## config.mk

```make
export PLATFORM = sky130hd
export DESIGN_NAME = lsu_mem_master_flat
export DESIGN_NICKNAME = d
export VERILOG_FILES = /design/src/rtl/lsu_mem_master_if.sv /design/src/rtl/lsu_mem_master.sv /design/src/flat_wrapper.sv
export SDC_FILE = /design/constraint.sdc
export NUM_CORES = 1
export LEC_CHECK = 0
export CORE_ASPECT_RATIO = 1.25
export CORE_MARGIN = 4
export CORE_UTILIZATION = 46
export DETAILED_ROUTE_END_ITERATION = 8
export PLACE_DENSITY = 0.87
export SYNTH_ARGS = -nofsm -noshare
export SYNTH_HDL_FRONTEND = slang
export SYNTH_SLANG_ARGS = --single-unit
```

## constraint.sdc

```tcl
create_clock -name clk -period 2.5 [get_ports clk]
set_clock_uncertainty 0.05 [all_clocks]
set_input_delay 0.25 -clock clk [delete_from_list [all_inputs] [get_ports clk]]
set_output_delay 0.25 -clock clk [all_outputs]
set_load 0.03 [all_outputs]
```

## src/rtl/lsu_mem_master_if.sv

```systemverilog
// Request/response handshake and data-memory pins of the load/store initiator.
// The master modport is the initiator side; slave is the core/memory side.
interface lsu_mem_master_if;
    logic        req_valid;
    logic        req_ready;
    logic        req_write;
    logic        req_byte;
    logic        req_signed;
    logic [15:0] req_addr;
    logic [15:0] req_wdata;
    logic        resp_valid;
    logic [15:0] resp_rdata;
    logic        resp_err;
    logic [15:0] mem_access_addr;
    logic [15:0] mem_write_data;
    logic        mem_write_en;
    logic        mem_read;
    logic [15:0] mem_read_data;

    modport master (
        input  req_valid, req_write, req_byte, req_signed,
        input  req_addr, req_wdata, mem_read_data,
        output req_ready, resp_valid, resp_rdata, resp_err,
        output mem_access_addr, mem_write_data,
        output mem_write_en, mem_read
    );

    modport slave (
        output req_valid, req_write, req_byte, req_signed,
        output req_addr, req_wdata, mem_read_data,
        input  req_ready, resp_valid, resp_rdata, resp_err,
        input  mem_access_addr, mem_write_data,
        input  mem_write_en, mem_read
    );
endinterface

```

## src/rtl/lsu_mem_master.sv

```systemverilog
// Load/store initiator: one request at a time, byte stores done as
// read-modify-write, byte loads extended, bad accesses rejected.
module lsu_mem_master #(
    parameter logic [15:0] ADDR_LIMIT = 16'h0200
) (
    input  logic             clk,
    input  logic             reset,
    lsu_mem_master_if.master bus
);

    typedef enum logic [2:0] {
        S_IDLE,
        S_ACPT,
        S_READ,
        S_WRITE,
        S_MERGE,
        S_RESP
    } state_e;

    state_e      state_q, state_d;
    logic        wr_q, wr_d;
    logic        byte_q, byte_d;
    logic        sgn_q, sgn_d;
    logic        aerr_q, aerr_d;
    logic [15:0] addr_q, addr_d;
    logic [15:0] wdata_q, wdata_d;
    logic [15:0] buf_q, buf_d;
    logic [15:0] rdata_q, rdata_d;
    logic        err_q, err_d;

    logic        ready;
    logic        hs;
    logic        acc_err;
    logic [7:0]  lane;
    logic [15:0] load_val;
    logic [15:0] merged;
    logic        rd_en;
    logic        wr_en;

    assign ready   = (state_q == S_IDLE) & ~reset;
    assign hs      = bus.req_valid & ready;
    assign acc_err = (~bus.req_byte & bus.req_addr[0])
                   | (bus.req_addr >= ADDR_LIMIT);

    // Little-endian lane select; the load path uses the live read word.
    assign lane     = addr_q[0] ? bus.mem_read_data[15:8]
                                : bus.mem_read_data[7:0];
    assign load_val = byte_q ? {{8{sgn_q & lane[7]}}, lane}
                             : bus.mem_read_data;
    assign merged   = addr_q[0] ? {wdata_q[7:0], buf_q[7:0]}
                                : {buf_q[15:8], wdata_q[7:0]};

    always_comb begin
        state_d             = state_q;
        wr_d                = wr_q;
        byte_d              = byte_q;
        sgn_d               = sgn_q;
        aerr_d              = aerr_q;
        addr_d              = addr_q;
        wdata_d             = wdata_q;
        buf_d               = buf_q;
        rdata_d             = rdata_q;
        err_d               = err_q;
        rd_en               = 1'b0;
        wr_en               = 1'b0;
        bus.mem_access_addr = 16'h0000;
        bus.mem_write_data  = 16'h0000;
        unique case (state_q)
            S_IDLE: begin
                if (hs) begin
                    wr_d    = bus.req_write;
                    byte_d  = bus.req_byte;
                    sgn_d   = bus.req_signed;
                    addr_d  = bus.req_addr;
                    wdata_d = bus.req_wdata;
                    aerr_d  = acc_err;
                    state_d = S_ACPT;
                end
            end
            S_ACPT: begin
                if (aerr_q) begin
                    rdata_d = 16'h0000;
                    err_d   = 1'b1;
                    state_d = S_RESP;
                end else if (wr_q & ~byte_q) begin
                    state_d = S_WRITE;
                end else begin
                    state_d = S_READ;
                end
            end
            S_READ: begin
                rd_en               = 1'b1;
                bus.mem_access_addr = addr_q;
                buf_d               = bus.mem_read_data;
                if (wr_q) begin
                    state_d = S_MERGE;
                end else begin
                    rdata_d = load_val;
                    err_d   = 1'b0;
                    state_d = S_RESP;
                end
            end
            S_WRITE: begin
                wr_en               = 1'b1;
                bus.mem_access_addr = addr_q;
                bus.mem_write_data  = wdata_q;
                rdata_d             = 16'h0000;
                err_d               = 1'b0;
                state_d             = S_RESP;
            end
            S_MERGE: begin
                wr_en               = 1'b1;
                bus.mem_access_addr = addr_q;
                bus.mem_write_data  = merged;
                rdata_d             = 16'h0000;
                err_d               = 1'b0;
                state_d             = S_RESP;
            end
            S_RESP: begin
                state_d = S_IDLE;
            end
            default: begin
                state_d = S_IDLE;
            end
        endcase
    end

    // Reset kills the strobes in the same cycle so nothing commits.
    assign bus.mem_read     = rd_en & ~reset;
    assign bus.mem_write_en = wr_en & ~reset;
    assign bus.req_ready    = ready;
    assign bus.resp_valid   = (state_q == S_RESP);
    assign bus.resp_rdata   = rdata_q;
    assign bus.resp_err     = err_q;

    always_ff @(posedge clk) begin
        if (reset) begin
            state_q <= S_IDLE;
            wr_q    <= 1'b0;
            byte_q  <= 1'b0;
            sgn_q   <= 1'b0;
            aerr_q  <= 1'b0;
            addr_q  <= 16'h0000;
            wdata_q <= 16'h0000;
            buf_q   <= 16'h0000;
            rdata_q <= 16'h0000;
            err_q   <= 1'b0;
        end else begin
            state_q <= state_d;
            wr_q    <= wr_d;
            byte_q  <= byte_d;
            sgn_q   <= sgn_d;
            aerr_q  <= aerr_d;
            addr_q  <= addr_d;
            wdata_q <= wdata_d;
            buf_q   <= buf_d;
            rdata_q <= rdata_d;
            err_q   <= err_d;
        end
    end

endmodule

```

## src/flat_wrapper.sv

```systemverilog
// flat-port wrapper written by rule: the top's interface ports become plain ports
module lsu_mem_master_flat 
#(
    parameter logic [15:0] ADDR_LIMIT = 16'h0200
)
  (clk, reset, bus_req_valid, bus_req_write, bus_req_byte, bus_req_signed, bus_req_addr, bus_req_wdata, bus_mem_read_data, bus_req_ready, bus_resp_valid, bus_resp_rdata, bus_resp_err, bus_mem_access_addr, bus_mem_write_data, bus_mem_write_en, bus_mem_read);
  lsu_mem_master_if bus_i ();
  input  logic clk;
  input  logic reset;
  input wire logic [$bits(bus_i.req_valid)-1:0] bus_req_valid;
  input wire logic [$bits(bus_i.req_write)-1:0] bus_req_write;
  input wire logic [$bits(bus_i.req_byte)-1:0] bus_req_byte;
  input wire logic [$bits(bus_i.req_signed)-1:0] bus_req_signed;
  input wire logic [$bits(bus_i.req_addr)-1:0] bus_req_addr;
  input wire logic [$bits(bus_i.req_wdata)-1:0] bus_req_wdata;
  input wire logic [$bits(bus_i.mem_read_data)-1:0] bus_mem_read_data;
  output wire logic [$bits(bus_i.req_ready)-1:0] bus_req_ready;
  output wire logic [$bits(bus_i.resp_valid)-1:0] bus_resp_valid;
  output wire logic [$bits(bus_i.resp_rdata)-1:0] bus_resp_rdata;
  output wire logic [$bits(bus_i.resp_err)-1:0] bus_resp_err;
  output wire logic [$bits(bus_i.mem_access_addr)-1:0] bus_mem_access_addr;
  output wire logic [$bits(bus_i.mem_write_data)-1:0] bus_mem_write_data;
  output wire logic [$bits(bus_i.mem_write_en)-1:0] bus_mem_write_en;
  output wire logic [$bits(bus_i.mem_read)-1:0] bus_mem_read;
  assign bus_i.req_valid = bus_req_valid;
  assign bus_i.req_write = bus_req_write;
  assign bus_i.req_byte = bus_req_byte;
  assign bus_i.req_signed = bus_req_signed;
  assign bus_i.req_addr = bus_req_addr;
  assign bus_i.req_wdata = bus_req_wdata;
  assign bus_i.mem_read_data = bus_mem_read_data;
  assign bus_req_ready = bus_i.req_ready;
  assign bus_resp_valid = bus_i.resp_valid;
  assign bus_resp_rdata = bus_i.resp_rdata;
  assign bus_resp_err = bus_i.resp_err;
  assign bus_mem_access_addr = bus_i.mem_access_addr;
  assign bus_mem_write_data = bus_i.mem_write_data;
  assign bus_mem_write_en = bus_i.mem_write_en;
  assign bus_mem_read = bus_i.mem_read;
  lsu_mem_master #(.ADDR_LIMIT(ADDR_LIMIT)) u_core (.clk(clk), .reset(reset), .bus(bus_i));
endmodule
```

# After elaboration in Yosys (flattened, before gate mapping)
# Cells that the tools add are included.
# W data, S select, Z words.
[totals]
in_bits = 54
out_inout_bits = 53
elab_cells = 54
reg_bits = 72
[op_classes]
n_mux = 18
n_lt_le_gt_ge = 1
n_reduce_logical = 6
n_eq_ne = 8
bitwise = 11
[ops]
columns = ["cell", "count"]
rows = [
  ["$mux W16", 5],
  ["$pmux W16 S3", 1],
  ["$pmux W16 S2", 1],
  ["$ge A16 B10 Y1 const B", 1],
  ["$pmux W3 S4", 1],
  ["$mux W8", 1],
  ["$and A1 B1 Y1", 7],
  ["$eq A3 B2 Y1 const B", 2],
  ["$eq A3 B3 Y1 const B", 2],
  ["$mux W1", 6],
  ["$mux W3", 2],
  ["$ne A2 B1 Y1 const B", 2],
  ["$eq A3 B1 Y1 const B", 1],
  ["$logic_not A3 Y1", 1],
  ["$not A1 Y1", 3],
  ["$pmux W1 S3", 1],
  ["$reduce_and A3 Y1", 1],
  ["$reduce_bool A3 Y1", 1],
  ["$reduce_or A3 Y1", 1],
  ["$ne A2 B2 Y1 const B", 1],
  ["$reduce_and A2 Y1", 1],
  ["$reduce_or A2 Y1", 1],
  ["$or A1 B1 Y1", 1],
]

# Depth between registers and ports, before layout
# Gate-level depths: netlist of run 1.
[depth]
ltp_word = 5
ltp_mapped = 7
ltp_nobuf = 4

# Worst setup path after synthesis of run 1
# Ideal clock, no wire load.
[synth_timing]
kind = "register to register"
startpoint = "register u_core.state_q[2]"
endpoint = "register u_core.addr_q[10]"
path_buffers = 2
path_stages_with_launch = 7
period_less_slack_ns = 2.436
setup_ns = 0.113
path_slack_ns = 0.064
arrival_ns = 2.273
t_required_ns = 2.337
cell_sequence = "dfxtp_1 clkbuf_1 nor4_1 nand2_1 clkbuf_1 nand3b_1 nand2_1"
[synth_between]
elab_chain_cells = 4
[synth_rtl]
columns = ["element", "line", "source"]
rows = [
  ["start, declared", "lsu_mem_master.sv:20", "state_e state_q, state_d;"],
  ["start signal, assigned", "lsu_mem_master.sv:149", "state_q <= state_d;"],
  ["$logic_not A3 Y1", "lsu_mem_master.sv:40", "assign ready = (state_q == S_IDLE) & ~reset;"],
  ["$and A1 B1 Y1", "lsu_mem_master.sv:40", ""],
  ["net bus_req_ready", "flat_wrapper.sv:17", "output wire logic [$bits(bus_i.req_ready)-1:0] bus_req_ready;"],
  ["$and A1 B1 Y1", "lsu_mem_master.sv:41", "assign hs = bus.req_valid & ready;"],
  ["$reduce_and A2 Y1 (no line)", "n/a", ""],
  ["end signal, assigned", "lsu_mem_master.sv:154", "addr_q <= addr_d;"],
  ["end, declared", "lsu_mem_master.sv:25", "logic [15:0] addr_q, addr_d;"],
]
# The timed path passes the listed nets, and every way through them passes these cells.
# A chain may end at the register's enable or synchronous reset.

# Worst setup path in the final report of run 1
[layout_timing]
startpoint = "register u_core.state_q[1]"
endpoint = "output bus_mem_write_data[13]"
[layout_between]
elab_chain_cells = 2
elab_cells_between_ends = 3
cone_classes = "eq/ne (2); mux (1)"
[layout_rtl]
columns = ["element", "line", "source"]
rows = [
  ["$eq A3 B3 Y1 or $eq A3 B2 Y1 (tied branches)", "lsu_mem_master.sv:68", "unique case (state_q)"],
  ["$pmux W16 S2 *", "lsu_mem_master.sv:68", ""],
  ["end, declared", "flat_wrapper.sv:22", "output wire logic [$bits(bus_i.mem_write_data)-1:0] bus_mem_write_data;"],
]
# Every way passes the cells marked *; elsewhere a longest branch is shown, timed or not.

==> results of run 1 <==
routing by layer:
layer	up-vias	track usage	routed length (µm)
met3	17	0.0602	632
met1	1469	0.257	3830
met5	-	0	0
met2	125	0.368	4530
li1	1569	-	-
met4	0	0.123	204
placed cells by master, fill, tap and decap left out, types with 2 or more instances in the layout:
| cell | count |
|---|---|
| a21o_1 | 2 |
| a21oi_1 | 38 |
| a22o_1 | 8 |
| and2_1 | 2 |
| buf_4 | 35 |
| bufinv_16 | 2 |
| clkbuf_8 | 10 |
| clkdlybuf4s50_1 | 71 |
| clkinvlp_4 | 2 |
| dfxtp_1 | 72 |
| dlygate4sd2_1 | 8 |
| inv_1 | 3 |
| mux2_2 | 7 |
| mux2i_1 | 8 |
| nand2_1 | 128 |
| nand2b_1 | 5 |
| nand3_1 | 8 |
| nand3b_1 | 34 |
| nor2_1 | 8 |
| nor2b_1 | 16 |
| nor4_1 | 2 |
| o211ai_1 | 8 |
| o21ai_0 | 12 |
worst min-delay path by stage:
stage,from,endpoint,slack [ps],cells past startpoint
floorplan,bus_req_addr[10],u_core.addr_q[10],300,2
global placement,u_core.bus.resp_rdata[2],u_core.bus.resp_rdata[2],390,2
detailed placement,u_core.bus.resp_rdata[10],u_core.bus.resp_rdata[10],400,2
CTS,reset,u_core.state_q[0],370,3
global route,bus_req_wdata[8],u_core.wdata_q[8],390,3
finish,bus_req_wdata[12],u_core.wdata_q[12],390,3
cell type report:
class | instances | area share
clock buffer | 11 | 0.0314
clock inverter | 5 | 0.0178
inverter | 3 | 0.00250
multi-input combinational | 302 | 0.367
sequential | 72 | 0.320
tap | 87 | 0.0241
timing repair buffer | 117 | 0.238
critical path: stages (launching register included):
cell and delay [ps]:
dfxtp_1 510, nand2b_1 230, nor2_1 220, buf_4 180, nand2_1 60, o21ai_0 80, dlygate4sd2_1 430
synthesized netlist by cell type, drive strengths merged:
master  count  share of area
nand2     128           0.15
dfxtp      72           0.45
a21oi      38          0.059
nand3b     34          0.079
clkbuf     19          0.022
nor2b      16          0.031
o21ai      13          0.020
buf        10          0.017
nor2        9          0.010
a22o        8          0.022
mux2i       8          0.025
nand3       8          0.012
o211ai      8          0.019
mux2        7          0.024
nand2b      5         0.0097
inv         3         0.0035
a21o        2         0.0047
and2        2         0.0039
nor4        2         0.0039
or3b        2         0.0054
a211oi      1         0.0039
and3b       1         0.0027
nor3        1         0.0015
nor3b       1         0.0023
o21a        1         0.0023
o221a       1         0.0062
o221ai      1         0.0027
o22ai       1         0.0019
o31ai       1         0.0023
o41ai       1         0.0027
or2         1         0.0019
or4         1         0.0023
state kept, by name, indices dropped and copies added, names as in the netlist:
signal,flops
u_core.addr_q,16
u_core.aerr_q,1
u_core.buf_q,16
u_core.bus.resp_err,1
u_core.bus.resp_rdata,16
u_core.byte_q,1
u_core.sgn_q,1
u_core.state_q,3
u_core.wdata_q,16
u_core.wr_q,1
metrics by stage:
stage / hold WS, ps / total power, mW
after floorplan: 299 / 1.73
after global placement: 391 / 1.97
after detailed placement: 397 / 1.98
after CTS: 370 / 2.99
after global routing: 390 / 3.12
final: 387 / 2.98
report_power, final:
group | switching [mW] | leakage [nW] | internal, mW | total (mW)
Sequential | 0.0905 | 0.587 | 1.25 | 1.34
Clock | 0.425 | 0.106 | 0.588 | 1.01
Combinational | 0.353 | 1.12 | 0.270 | 0.624
cell families (layout without fill, tap and decap cells):
family,count (synthesis),after routing,share of synthesized area
AOI/OAI and AO/OA,76,76,0.146
DFF,72,72,0.447
muxes,15,15,0.0492
and+or+nand+nor,211,211,0.316
buffers and inverters,32,136,0.0423
what timing repair did:
action                     CTS  global route
resized for setup           10             3
hold buffers                 0             0
setup endpoints to repair   20            10
==> run metrics, run 1 <==
outcome complete, no violations; max_slew headroom 0.626; sequential element share of the synthesized area 0.447; worst-margin pin slew 561 ps; H-Tree Level Count 3; Leak between 1.5 and 2 nW; Via density 5.33; FF/Latch Area about 0.0014 mm²; GP Congestion between 0.8 and 0.9; DR iter-0 viols roughly 110; vias in the first global route approximately 3,100; maxcap violations 0; CORE AREA approximately 0.0067 mm²; fmax 424 MHz; synth unique cells 35; CP endpoint bus_mem_write_data[13]; Cell Area, Synth 0.00323 mm²; HPWL after DPL 6760 µm; Port-buffer cells 106; fin. max-slew vios 0; min cycle time layout around 2400 ps; first-pass GRT wire length 15,200 µm; final wirelength 9200 µm; Placed Cells 581; synthesis-to-layout area growth 39.7%; Crit path arrival time between 2000 and 2500 ps; Synth Instances between 400 and 500; Syn Area/Cell 7.95 µm²; Yosys warnings 0; pre-CTS setup slack around 240 ps; row count 33; fillers between 500 and 600; pwr dens ~660 mW/mm²; Worst Setup Slack, final ~140 ps; Post CTS Setup Buffer Count 0; nets@finish 559; CTS tree yes; initial core utilization 0.482; GR Overflow Total 0; final hold vios 0; Die ar. ~0.0084 mm²; post-route insts no fill ~600; layout cell share with drive strength beyond 1 0.124; Die Y 102 µm; initial antenna violation count 0; Worst R2R Setup Slack 380 ps; root buf cell clkbuf_8; Detail Route Antenna Nets 0; worst vdd ir 0.000463 V; Die Wd 82.9 µm; IO Count ~110; flops & latches, synth 72; unrepaired setup endpoints after global routing no; 1st-pass router iterations 5; required time worst endpoint 2200 ps; Crit. End Element primary output; Synth Net Count 460; endpoints failing setup 0; worst setup path class reg2out; gr usage total 0.220; via count 3,180; Hold Path Class in2reg; clk sink count slightly above 70; CTS Buf Count 9; Critical Path Start u_core.state_q[1]; Final Cycle Share 0.943; clock transition at the registers of the reported paths 70 ps; Setup crit start kind flip-flop; routed length per instance 15.4 µm; largest net degree at the start of global routing between 40 and 50; CTS max path bufs 2; Final Util 0.674; antenna cells 0; R2R cell count 5; end of the worst register-to-register path u_core.bus.resp_rdata[8]; worst skew pair latency 340 ps; crit-path max FO 10; Post-DP Area between 0.004 and 0.005 mm²; setup TNS 0 ps; multi-input logic area 0.00165 mm²; design area approximately 0.0045 mm²; r2r startpoint u_core.state_q[1]; DRC Markers 0
(Power assumes the default switching activity.)
==> inputs of run 2 (changes only) <==
CORE_MARGIN = 1   (was 4)
==> run metrics, run 2 (same netlist as run 1, synthesis figures left out) <==
CP cell instances or3b_4 > buf_4 > o21ai_1 > buf_4 > a22o_1 > buf_4 (was nand2b_1 > nor2_1 > buf_4 > nand2_1 > o21ai_0 > dlygate4sd2_1); Critical Path Start u_core.state_q[0] (was u_core.state_q[1]); Final Cycle Share 0.932 (was 0.943); fmax 429 MHz (was 424 MHz); 1st-pass router iterations 5 (unchanged); CP max stage cell or3b_4 (was dfxtp_1); nets@finish 562 (was 559); via count 3,215 (was 3,180); min cycle time layout 2330 ps (was 2360 ps); IO Count 107 (unchanged); unrepaired setup endpoints after global routing no (unchanged); initial antenna violation count 0 (unchanged); routed length per instance 14.6 µm (was 15.4 µm); Port-buffer cells 106 (unchanged); final hold vios 0 (unchanged); commonest non-fill, non-tap cell in the layout nand2_1 (unchanged); DRC Markers 0 (unchanged); Via density 5.36 (was 5.33); crit-path max FO 11 (was 10); clk sink count 72 (unchanged); CTS Buf Count 9 (unchanged); CP max stage delay 490 ps (was 510 ps); required time worst endpoint 2200 ps (about the same); pwr dens 622 mW/mm² (was 660 mW/mm²); Die Wd 76.9 µm (was 82.9 µm); worst skew pair latency 340 ps (about the same); worst vdd ir 0.000314 V (was 0.000463 V); R2R cell count 5 (unchanged); Post CTS Setup Buffer Count 0 (unchanged); fillers 563 (was 570); GR Overflow Total 0 (unchanged); CORE AREA 0.00669 mm² (unchanged); GP Congestion 0.938 (was 0.865); first-pass GRT wire length 14,000 µm (was 15,200 µm); Die Y 95.6 µm (was 102 µm); total power 2.79 mW (was 2.98 mW); hold buffer count at cts 0 (unchanged); DR iter-0 viols 207 (was 114); setup TNS 0 ps (unchanged); CTS tree yes (unchanged); worst setup path class reg2out (unchanged); Hold Path Class in2reg (unchanged); Setup crit start kind flip-flop (unchanged); endpoints failing setup 0 (unchanged); r2r startpoint u_core.state_q[1] (unchanged); largest net degree at the start of global routing 39 (was 41); antenna cells 0 (unchanged); CTS max path bufs 2 (unchanged); max_slew headroom 0.532 (was 0.626); HPWL after DPL 6410 µm (was 6760 µm); H-Tree Level Count 3 (unchanged); Die ar. 0.00736 mm² (was 0.00843 mm²); Hold Path Origin bus_req_wdata[8] (was bus_req_wdata[12]); layout cell share with drive strength beyond 1 0.129 (was 0.124); Leak 1.81 nW (was 1.82 nW); root buf cell clkbuf_8 (unchanged); row count 33 (unchanged); final wirelength 8780 µm (was 9200 µm); synthesis-to-layout area growth 39.1% (was 39.7%); Hold Path Stages 3 (unchanged); initial core utilization 0.482 (unchanged); clock transition at the registers of the reported paths 80 ps (was 70 ps); fin. max-slew vios 0 (unchanged); Crit. End Element primary output (unchanged); Crit path arrival time 2030 ps (was 2060 ps); gr usage total 0.247 (was 0.220); outcome complete, no violations (unchanged); Detail Route Antenna Nets 0 (unchanged); maxcap violations 0 (unchanged); CP dominant cell by count buf_4; worst-margin pin slew 702 ps (was 561 ps); commonest cells after routing, fill and taps aside 128 x nand2_1, 72 x dfxtp_1, 71 x clkdlybuf4s50_1 (unchanged); Worst R2R Setup Slack 330 ps (was 380 ps); vias in the first global route 3,106 (was 3,121)
==> run 2: cell types whose count changed in the layout (fill, tap and decap cells not counted) <==
| cell | previous run | this run |
|---|---|---|
| bufinv_16 | 2 | 0 |
| clkinv_4 | 0 | 2 |
| clkinvlp_4 | 2 | 3 |
| buf_4 | 35 | 38 |
| nor2_1 | 8 | 9 |
| dlygate4sd2_1 | 8 | 9 |
| nor2_2 | 1 | 0 |
| clkbuf_1 | 1 | 0 |
| clkdlybuf4s15_1 | 1 | 0 |
==> run 2: worst paths after layout <==
| check | endpoint |
|---|---|
| min | u_core.wdata_q[8] |
| max reg2reg | u_core.bus.resp_rdata[13] |
| max | bus_mem_write_data[4] |
| min reg2reg | u_core.bus.resp_rdata[2] |
==> run 2: through the flow <==
step	util	std cells	cell area, µm²	hold WS (ps)	setup WS, ps
5_1_grt	0.671	600	4490	381	30.7
3_3_place_gp	0.645	584	4310	390	285
3_5_place_dp	0.645	584	4310	397	283
4_1_cts	0.670	600	4480	369	57.6
2_1_floorplan	-	406	3230	299	64.5
6_report	0.671	600	4490	381	171
==> run 2: final cells by class <==
class                      count  area, µm²  area share
clock buffer                  10        138      0.0307
clock inverter                 6       45.0      0.0100
inverter                       3       11.3     0.00251
multi-input combinational    302       1650       0.368
sequential                    72       1440       0.321
tap                           87        109      0.0243
timing repair buffer         120       1090       0.243
==> run 2: per-layer routing <==
layer,wire length (µm),up-vias,global-route usage
met5,0,-,0
met2,4250,140,0.434
met3,688,21,0.0584
li1,-,1581,-
met1,3570,1473,0.274
met4,272,0,0.139
==> run 2: report_power, final <==
group	switching, mW	internal, mW	total (mW)
logic	0.349	0.276	0.625
registers	0.0912	1.25	1.34
clock network	0.440	0.388	0.827
==> run 2: critical path, delay by kind of cell (launching register included) <==
kind | cells | cell delay, ps
and+or+nand+nor | 1 | 490
DFF | 1 | 390
AOI/OAI and AO/OA | 2 | 280
buffers and inverters | 3 | 520
==> run 2: repair_timing <==
item / 4_1_cts / 5_1_grt
pin swaps: 0 / 0
setup endpoints to repair: 9 / 25
gates resized for setup: 9 / 2
